<file path="src/rtl/uart_rx_if.sv">
// rtl/uart_rx_if.sv - parallel output bus of the UART receiver (parity_err present with UART_RX_PARITY_EN)
interface uart_rx_if #(
    parameter int DATA_BITS = 8
);
    logic [DATA_BITS-1:0] rx_data;
    logic                 rx_valid;
    logic                 rx_busy;
    logic                 frame_err;
`ifdef UART_RX_PARITY_EN
    logic                 parity_err;
`endif

    modport master (
        output rx_data,
        output rx_valid,
        output rx_busy,
`ifdef UART_RX_PARITY_EN
        output parity_err,
`endif
        output frame_err
    );

    modport slave (
        input rx_data,
        input rx_valid,
        input rx_busy,
`ifdef UART_RX_PARITY_EN
        input parity_err,
`endif
        input frame_err
    );
endinterface

</file>
<file path="src/rtl/uart_rx.sv">
// rtl/uart_rx.sv - oversampling UART receiver; define UART_RX_PARITY_EN for the parity bit and parity_err
module uart_rx #(
    parameter int DATA_BITS  = 8,
    parameter int OVERSAMPLE = 16
) (
    input  logic        clk,
    input  logic        rst_n_a,
    input  logic        tick,
    input  logic        rx,
`ifdef UART_RX_PARITY_EN
    input  logic        parity_odd,
`endif
    uart_rx_if.master   rx_bus
);
    localparam int CNT_W = $clog2(OVERSAMPLE);
    localparam int BIT_W = $clog2(DATA_BITS + 1);
    localparam logic [CNT_W-1:0] CNT_HALF = CNT_W'(OVERSAMPLE / 2 - 1);
    localparam logic [CNT_W-1:0] CNT_LAST = CNT_W'(OVERSAMPLE - 1);
    localparam logic [BIT_W-1:0] BIT_LAST = BIT_W'(DATA_BITS - 1);

    typedef enum logic [2:0] {
        IDLE      = 3'd0,
        START     = 3'd1,
        DATA      = 3'd2,
        PARITY    = 3'd3,
        STOP      = 3'd4,
        WAIT_IDLE = 3'd5
    } state_t;

    state_t               state_q;
    logic                 rx_meta_q;
    logic                 rx_s_q;
    logic [CNT_W-1:0]     cnt_q;
    logic [BIT_W-1:0]     bit_cnt_q;
    logic [DATA_BITS-1:0] shift_q;
    logic [DATA_BITS-1:0] rx_data_q;
    logic                 rx_valid_q;
    logic                 frame_err_q;
`ifdef UART_RX_PARITY_EN
    logic                 parity_bad_q;
    logic                 parity_err_q;
`endif

    logic [CNT_W-1:0]     cnt_d;
    logic [DATA_BITS-1:0] shift_d;
    logic                 bit_point;

    assign cnt_d     = cnt_q + 1'b1;
    // LSB arrives first, so each new bit enters at the MSB and walks down.
    assign shift_d   = {rx_s_q, shift_q[DATA_BITS-1:1]};
    assign bit_point = tick && (cnt_q == CNT_LAST);

    always_ff @(posedge clk or negedge rst_n_a) begin
        if (!rst_n_a) begin
            state_q      <= IDLE;
            rx_meta_q    <= 1'b1;
            rx_s_q       <= 1'b1;
            cnt_q        <= '0;
            bit_cnt_q    <= '0;
            shift_q      <= '0;
            rx_data_q    <= '0;
            rx_valid_q   <= 1'b0;
            frame_err_q  <= 1'b0;
`ifdef UART_RX_PARITY_EN
            parity_bad_q <= 1'b0;
            parity_err_q <= 1'b0;
`endif
        end else begin
            rx_meta_q   <= rx;
            rx_s_q      <= rx_meta_q;
            rx_valid_q  <= 1'b0;
            frame_err_q <= 1'b0;
`ifdef UART_RX_PARITY_EN
            parity_err_q <= 1'b0;
`endif
            case (state_q)
                IDLE: begin
                    cnt_q <= '0;
                    if (!rx_s_q) begin
                        state_q <= START;
                    end
                end
                START: begin
                    if (tick) begin
                        if (cnt_q == CNT_HALF) begin
                            cnt_q     <= '0;
                            bit_cnt_q <= '0;
                            // A line that is high again at mid start bit was a glitch.
                            state_q   <= rx_s_q ? IDLE : DATA;
                        end else begin
                            cnt_q <= cnt_d;
                        end
                    end
                end
                DATA: begin
                    if (bit_point) begin
                        cnt_q     <= '0;
                        shift_q   <= shift_d;
                        bit_cnt_q <= bit_cnt_q + 1'b1;
                        if (bit_cnt_q == BIT_LAST) begin
`ifdef UART_RX_PARITY_EN
                            state_q <= PARITY;
`else
                            state_q <= STOP;
`endif
                        end
                    end else if (tick) begin
                        cnt_q <= cnt_d;
                    end
                end
`ifdef UART_RX_PARITY_EN
                PARITY: begin
                    if (bit_point) begin
                        cnt_q        <= '0;
                        parity_bad_q <= (^shift_q) ^ rx_s_q ^ parity_odd;
                        state_q      <= STOP;
                    end else if (tick) begin
                        cnt_q <= cnt_d;
                    end
                end
`endif
                STOP: begin
                    if (bit_point) begin
                        cnt_q <= '0;
`ifdef UART_RX_PARITY_EN
                        parity_err_q <= parity_bad_q;
`endif
                        if (rx_s_q) begin
                            rx_data_q  <= shift_q;
                            rx_valid_q <= 1'b1;
                            state_q    <= IDLE;
                        end else begin
                            frame_err_q <= 1'b1;
                            state_q     <= WAIT_IDLE;
                        end
                    end else if (tick) begin
                        cnt_q <= cnt_d;
                    end
                end
                WAIT_IDLE: begin
                    // A break holds the line low; wait for idle before rearming.
                    if (rx_s_q) begin
                        state_q <= IDLE;
                    end
                end
                default: begin
                    state_q <= IDLE;
                end
            endcase
        end
    end

    assign rx_bus.rx_data   = rx_data_q;
    assign rx_bus.rx_valid  = rx_valid_q;
    assign rx_bus.frame_err = frame_err_q;
    assign rx_bus.rx_busy   = (state_q != IDLE);
`ifdef UART_RX_PARITY_EN
    assign rx_bus.parity_err = parity_err_q;
`endif
endmodule

</file>
<file path="src/flat_wrapper.sv">
// flat-port wrapper written by rule: the top's interface ports become plain ports
module uart_rx_flat 
#(
    parameter int DATA_BITS  = 8,
    parameter int OVERSAMPLE = 16
)
  (clk, rst_n_a, tick, rx, rx_bus_rx_data, rx_bus_rx_valid, rx_bus_rx_busy, rx_bus_frame_err);
  uart_rx_if #(.DATA_BITS(DATA_BITS)) rx_bus_i ();
  input  logic clk;
  input  logic rst_n_a;
  input  logic tick;
  input  logic rx;
  output wire logic [$bits(rx_bus_i.rx_data)-1:0] rx_bus_rx_data;
  output wire logic [$bits(rx_bus_i.rx_valid)-1:0] rx_bus_rx_valid;
  output wire logic [$bits(rx_bus_i.rx_busy)-1:0] rx_bus_rx_busy;
  output wire logic [$bits(rx_bus_i.frame_err)-1:0] rx_bus_frame_err;
  assign rx_bus_rx_data = rx_bus_i.rx_data;
  assign rx_bus_rx_valid = rx_bus_i.rx_valid;
  assign rx_bus_rx_busy = rx_bus_i.rx_busy;
  assign rx_bus_frame_err = rx_bus_i.frame_err;
  uart_rx #(.DATA_BITS(DATA_BITS), .OVERSAMPLE(OVERSAMPLE)) u_core (.clk(clk), .rst_n_a(rst_n_a), .tick(tick), .rx(rx), .rx_bus(rx_bus_i));
endmodule
</file>
<file path="config.mk">
export PLATFORM = sky130hd
export DESIGN_NAME = uart_rx_flat
export DESIGN_NICKNAME = d
export VERILOG_FILES = /design/src/rtl/uart_rx_if.sv /design/src/rtl/uart_rx.sv /design/src/flat_wrapper.sv
export SDC_FILE = /design/constraint.sdc
export NUM_CORES = 1
export LEC_CHECK = 0
export CAP_MARGIN = 40
export CORE_AREA = 10 10 70 95
export CTS_CLUSTER_DIAMETER = 80
export CTS_CLUSTER_SIZE = 14
export DETAILED_ROUTE_END_ITERATION = 12
export DIE_AREA = 0 0 80 105
export PLACE_DENSITY_LB_ADDON = 0.3
export SKIP_CTS_REPAIR_TIMING = 1
export SYNTH_ARGS = -nofsm -noshare
export SYNTH_HDL_FRONTEND = slang
export SYNTH_SLANG_ARGS = --single-unit
</file>
<file path="constraint.sdc">
create_clock -name clk -period 1.9 [get_ports clk]
set_clock_uncertainty 0.1 [all_clocks]
set_input_delay 0.19 -clock clk [delete_from_list [all_inputs] [get_ports clk]]
set_output_delay 0.19 -clock clk [all_outputs]
set_load 0.1 [all_outputs]
</file>
==> results_dict.tcl, run 1 <==
set metrics [dict create \
    syn_area_sq_mm 0.00142 \
    synthFlopType "dfrtp_1" \
    ys_types 40 \
    r2r-start "u_core.cnt_q[0]" \
    grt_max_degree 32 \
    start_kind "flip-flop" \
    synth_nets 123 \
    rows 30 \
    rr_worst_depth 6 \
    ys_async_sr_fraction_pct 100 \
    tightest_slew_ps 391 \
    synth-edff-count 0 \
    initial_utilization_pct 29.2 \
    fin_nets 152 \
    critPathMaxFanout 5 \
    crit_path_end_kind "flip-flop" \
    cts_sinks 31 \
    hp-class "input port to asynchronous set/reset pin" \
    syn_to_final_growth_pct 25.7 \
    post_drt_via_cell_ratio 4.73 \
    maxSlewHeadroom_pct 73.9 \
    dieArea_sq_mm 0.00840 \
    cts_buffers 5 \
    finalInstanceArea_sq_mm 0.00179 \
    power.switching_mw 0.563 \
    diodes 0 \
    synth_seq_cells 31 \
    grt_pass1_vias 1062 \
    cts_tree "yes" \
    clockPowerShare_pct 30.8 \
    p_total_mw 1.81 \
    dpl_cell_area_sq_mm 0.00168 \
    timing.setup.tns_ps 0 \
    num_vias 997 \
    dieHeight_um 105 \
    maxCapViolCount 0 \
    finalHoldViolations 0 \
    switching_share_pct 31.1 \
    reg2reg_setup_slack_ps 140 \
    clk_pin_slew_ps 60 \
    antenna_found_initial 0 \
    drt_pass1_iterations 4 \
    gp_congestion 0.789 \
    htreeDepth 2 \
    critical-path-max-stage-delay_ps 380 \
    seq_area_frac_synth_pct 54.7 \
    io_pins 15 \
    syn_area_per_cell_sq_um 12.2 \
    worstPathArrival_ps 1820 \
    clk_latency_ps 280 \
    cp_cell_sequence "ha_1 > nand3_2 > buf_4 > a211o_1 > o21ai_0 > o41ai_1" \
    maxSlewViolCount 0 \
    critical_path_buf_inv_count 1 \
    core_area_sq_mm 0.00488 \
    fmax_ghz 0.569 \
    rsz0062_at_grt "no" \
    p_comb_share_pct 26.1 \
    setup_violations 0 \
    drt-total-wl_mm 2.82 \
    cts_root_buf "clkbuf_8" \
    p_leak_nw 0.883 \
    fin_crit_sh_pct 92.5 \
    die-width_um 80 \
    fin_crit_ps 1760 \
    status "completed" \
    drive_gt1_share_pct 32.0 \
    fill_cells 499 \
    cp.required_ps 1960 \
    grt_util_all_layers_pct 7.36 \
    r2r-end "u_core.bit_cnt_q[3]" \
    cp_slowest_cell "dfrtp_1" \
    ant_nets 0 \
    powerDensity_mw_per_mm2 1010 \
    peakVddDrop_uv 386 \
    io_buffer_count 14 \
    drc 0 \
    hpwl_mm 2.02 \
    yosys_warnings 0 \
    p_int_mw 1.25 \
    synthCells 117 \
    cts_buffer_depth 2 \
    wl_per_cell_um 13.4 \
    grt_pass1_wl_mm 4.93 \
    seqPwrFrac_pct 43.1 \
    crit_family "compound AO/OA/AOI/OAI gates" \
    drt_iter0_markers 45 \
    overflow 0 \
    path_class "flip-flop to flip-flop" \
]
-- state kept, by name (all words and copies together) (netlist names) --
name / flops
u_core.rx_s_q: 1
u_core.rx_bus.rx_data: 8
u_core.shift_q: 8
u_core.cnt_q: 4
u_core.rx_bus.rx_valid: 1
u_core.bit_cnt_q: 4
u_core.state_q: 3
u_core.rx_bus.frame_err: 1
u_core.rx_meta_q: 1
-- Yosys cell counts, types with 2 or more instances --
cell	n	area, sq um
dfrtp_1	29	726
ha_1	2	25.0
mux2_1	7	78.8
nor4_1	2	12.5
nor3_1	2	10.0
inv_1	4	15.0
a21oi_1	2	10.0
nor2_1	7	26.3
nand2_1	5	18.8
mux2_2	10	113
o21ai_0	9	45.0
o22ai_1	2	12.5
dfstp_2	2	52.6
or3b_1	2	17.5
a311oi_1	3	26.3
nand3b_1	2	15.0
nand3_1	3	15.0
buf_2	2	10.0
-- routing by layer --
layer / part of all wire (%) / wire, um / GRT usage (%) / vias up
li1: - / - / - / 481
met3: 8.2 / 232 / 4.29 / 7
met1: 42 / 1190 / 7.53 / 484
met4: 2.3 / 64 / 3.79 / 0
met2: 47 / 1340 / 11.5 / 25
met5: 0 / 0 / 0 / -
-- worst max-delay path by stage --
stage	start	to	slack, ps	cells after the start
after floorplan	u_core.cnt_q[0]	u_core.shift_q[1]	150	5
after global placement	tick	u_core.shift_q[0]	40	4
after detailed placement	tick	u_core.shift_q[4]	20	4
after CTS	u_core.cnt_q[0]	u_core.shift_q[4]	80	4
after global routing	u_core.cnt_q[1]	u_core.bit_cnt_q[3]	80	6
final	u_core.cnt_q[0]	u_core.bit_cnt_q[3]	140	6
-- per-stage QoR --
step                hold slack [ps]  setup slack [ps]  instances  utilization [%]
floorplan                      -206               153        117                -
global placement                248              39.0        202             34.5
detailed placement              249              20.3        202             34.5
CTS                             214              75.9        210             36.5
global route                    226              83.4        211             36.7
finish                          211               143        211             36.7
-- layout make-up --
type / count / area (sq um) / share of cell area (%)
flip-flops and latches: 31 / 778 / 43.5
multi-input cells: 77 / 594 / 33.2
repair buffers: 27 / 223 / 12.4
clock buffers: 8 / 100 / 5.59
well taps: 64 / 80.1 / 4.47
inverters: 4 / 15.0 / 0.839
-- kinds of logic (layout without fill, tap and decap cells) --
kind of cell | Yosys count | count (layout) | share of synthesized area [%]
muxes | 18 | 18 | 14.1
buffers and inverters | 9 | 39 | 3.60
and+or+nand+nor | 32 | 32 | 13.7
xor gates and xnor gates | 1 | 1 | 0.615
adders and majority gates | 3 | 3 | 2.46
DFF | 31 | 31 | 54.7
AOI/OAI and AO/OA | 23 | 23 | 10.8
-- power by group through the flow --
stage / registers, mW / clock network, mW / logic, mW
4_1_cts: 0.783 / 0.576 / 0.471
5_1_grt: 0.792 / 0.611 / 0.514
2_1_floorplan: 0.769 / 0 / 0.325
6_report: 0.781 / 0.557 / 0.472
3_5_place_dp: 0.793 / 0 / 0.467
3_3_place_gp: 0.791 / 0 / 0.459
-- cells in the final DEF (no fill, tap or decap), drive strengths merged, types with 2 or more instances in the layout --
cell type and n:
a21oi 2, a311oi 3, buf 24, clkbuf 8
clkdlybuf4s50 3, dfrtp 29, dfstp 2, ha 2
inv 4, mux2 17, nand2 5, nand3 4
nand3b 2, nand4 2, nor2 9, nor3 2
nor4 2, o21ai 9, o22ai 2, or3b 2
No activity file was read; power rests on OpenSTA's default activity.
==> run 2, diff against run 1 <==
--- a/config.mk
+++ b/config.mk
@@ -11,6 +11,7 @@
 export CTS_CLUSTER_SIZE = 14
 export DETAILED_ROUTE_END_ITERATION = 12
 export DIE_AREA = 0 0 80 105
+export GPL_ROUTABILITY_DRIVEN = 0
 export PLACE_DENSITY_LB_ADDON = 0.3
 export SKIP_CTS_REPAIR_TIMING = 1
 export SYNTH_ARGS = -nofsm -noshare
==> results of run 2 <==
No change in the layout: final DEF, timing and power equal those of run 1.
==> run 3, diff against run 2 <==
--- a/config.mk
+++ b/config.mk
@@ -7,6 +7,7 @@
 export LEC_CHECK = 0
 export CAP_MARGIN = 40
 export CORE_AREA = 10 10 70 95
+export CTS_BUF_LIST = sky130_fd_sc_hd__clkbuf_16
 export CTS_CLUSTER_DIAMETER = 80
 export CTS_CLUSTER_SIZE = 14
 export DETAILED_ROUTE_END_ITERATION = 12
==> results_dict.tcl, run 3 (same netlist as run 1, synthesis figures left out) <==
set metrics [dict create \
    cts_buffers 5 \
    grt_util_all_layers_pct 7.48 \
    worstPathArrival_ps 1810 \
    io_pins 15 \
    io_buffer_count 14 \
    p_comb_share_pct 23.9 \
    p_int_mw 1.39 \
    clk_latency_ps 270 \
    fmax_ghz 0.568 \
    drt_pass1_iterations 4 \
    diodes 0 \
    hp-class "input port to asynchronous set/reset pin" \
    p_leak_nw 0.902 \
    path_class "flip-flop to flip-flop" \
    crit_path_end_kind "flip-flop" \
    powerDensity_mw_per_mm2 1080 \
    regArea_sq_um 778 \
    drive_gt1_share_pct 30.6 \
    drt-total-wl_mm 2.83 \
    fill_cells 493 \
    cp.required_ps 1950 \
    maxSlewViolCount 0 \
    initial_utilization_pct 29.2 \
    grt_pass1_vias 1062 \
    place_inst 202 \
    tightest_slew_ps 388 \
    fin_crit_ps 1760 \
    cts_tree "yes" \
    dieArea_sq_mm 0.00840 \
    antenna_found_initial 0 \
    timing.setup.tns_ps 0 \
    final_common_cell "dfrtp_1" \
    clk_pin_slew_ps 50 \
    dieHeight_um 105 \
    power.switching_mw 0.591 \
    grt_pass1_wl_mm 4.92 \
    start_kind "flip-flop" \
    p_total_mw 1.98 \
    die-width_um 80 \
    wl_per_cell_um 13.4 \
    setup_violations 0 \
    multiInputGateArea_sq_um 594 \
    overflow 0 \
    drc 0 \
    syn_to_final_growth_pct 28.3 \
    ant_nets 0 \
    final_cell_mix "dfrtp_1, buf_4, mux2_2" \
    drt_iter0_markers 38 \
    clockPowerShare_pct 36.5 \
    fin_nets 152 \
    switching_share_pct 29.8 \
    finalHoldViolations 0 \
    num_vias 1000 \
    rsz0062_at_grt "no" \
    status "completed" \
    peakVddDrop_uv 479 \
    post_drt_via_cell_ratio 4.74 \
    hpwl_mm 2.02 \
    cts_sinks 31 \
    core_area_sq_mm 0.00488 \
    fin_crit_sh_pct 92.6 \
    htreeDepth 2 \
    maxSlewHeadroom_pct 74.2 \
    seqPwrFrac_pct 39.6 \
    cts_buffer_depth 2 \
    cts_root_buf "clkbuf_16" \
    rows 30 \
    instances_no_fill 211 \
    critPathMaxFanout 5 \
    grt_max_degree 32 \
    maxCapViolCount 0 \
]
[run 3: cell count changes in the layout (fill, tap and decap cells not counted)]
cell,before,now
clkbuf_16,0,5
clkbuf_8,7,0
inv_1,4,5
clkbuf_1,1,0
clkinv_1,0,2
[run 3: layout make-up]
| cell class | count | area share (%) |
|---|---|---|
| tap | 64 | 4.38 |
| clock inverter | 3 | 0.616 |
| timing repair buffer | 27 | 12.2 |
| multi-input combinational | 77 | 32.5 |
| sequential | 31 | 42.6 |
| clock buffer | 5 | 6.85 |
| inverter | 4 | 0.822 |
[run 3: power groups by stage]
stage	sequential, mW	combinational, mW	clock (mW)
final	0.784	0.473	0.722
after global routing	0.793	0.514	0.780
after detailed placement	0.793	0.467	0
after CTS	0.784	0.471	0.742
after global placement	0.791	0.459	0
after floorplan	0.769	0.325	0
[run 3: per-layer routing]
layer	track usage (%)	wire (um)	vias to the layer above
met4	5.30	87	0
met2	11.5	1330	21
met3	4.03	212	9
li1	-	-	483
met5	0	0	-
met1	7.48	1190	487
[run 3: path summary, 6_finish.rpt]
| check | start | endpoint | slack [ps] | depth (start not counted) |
|---|---|---|---|---|
| max | u_core.cnt_q[0] | u_core.bit_cnt_q[3] | 140 | 6 |
| min | rst_n_a | u_core.cnt_q[0] | 220 | 2 |
| max reg2reg | u_core.cnt_q[0] | u_core.bit_cnt_q[3] | 140 | 6 |
| min reg2reg | u_core.rx_meta_q | u_core.rx_s_q | 250 | 0 |
| max in group asynchronous | rst_n_a | u_core.rx_meta_q | 1170 | 2 |
| min in group clk | rx | u_core.rx_meta_q | 230 | 1 |
[run 3: metrics by stage]
stage                     hold slack [ps]  instance area [sq um]  util, %  setup slack (ps)
after CTS                             226                   1820     37.3              72.8
after floorplan                      -206                   1420        -               153
after detailed placement              249                   1680     34.5              20.3
final                                 220                   1830     37.4               140
after global placement                248                   1680     34.5              39.0
after global routing                  240                   1830     37.4              89.5
[run 3: critical path, cell delays in order, from the launching register on]
cell and delay (ps):
dfrtp_1 380, ha_1 290, nand3_2 130, buf_4 170
a211o_1 280, o21ai_0 180, o41ai_1 100
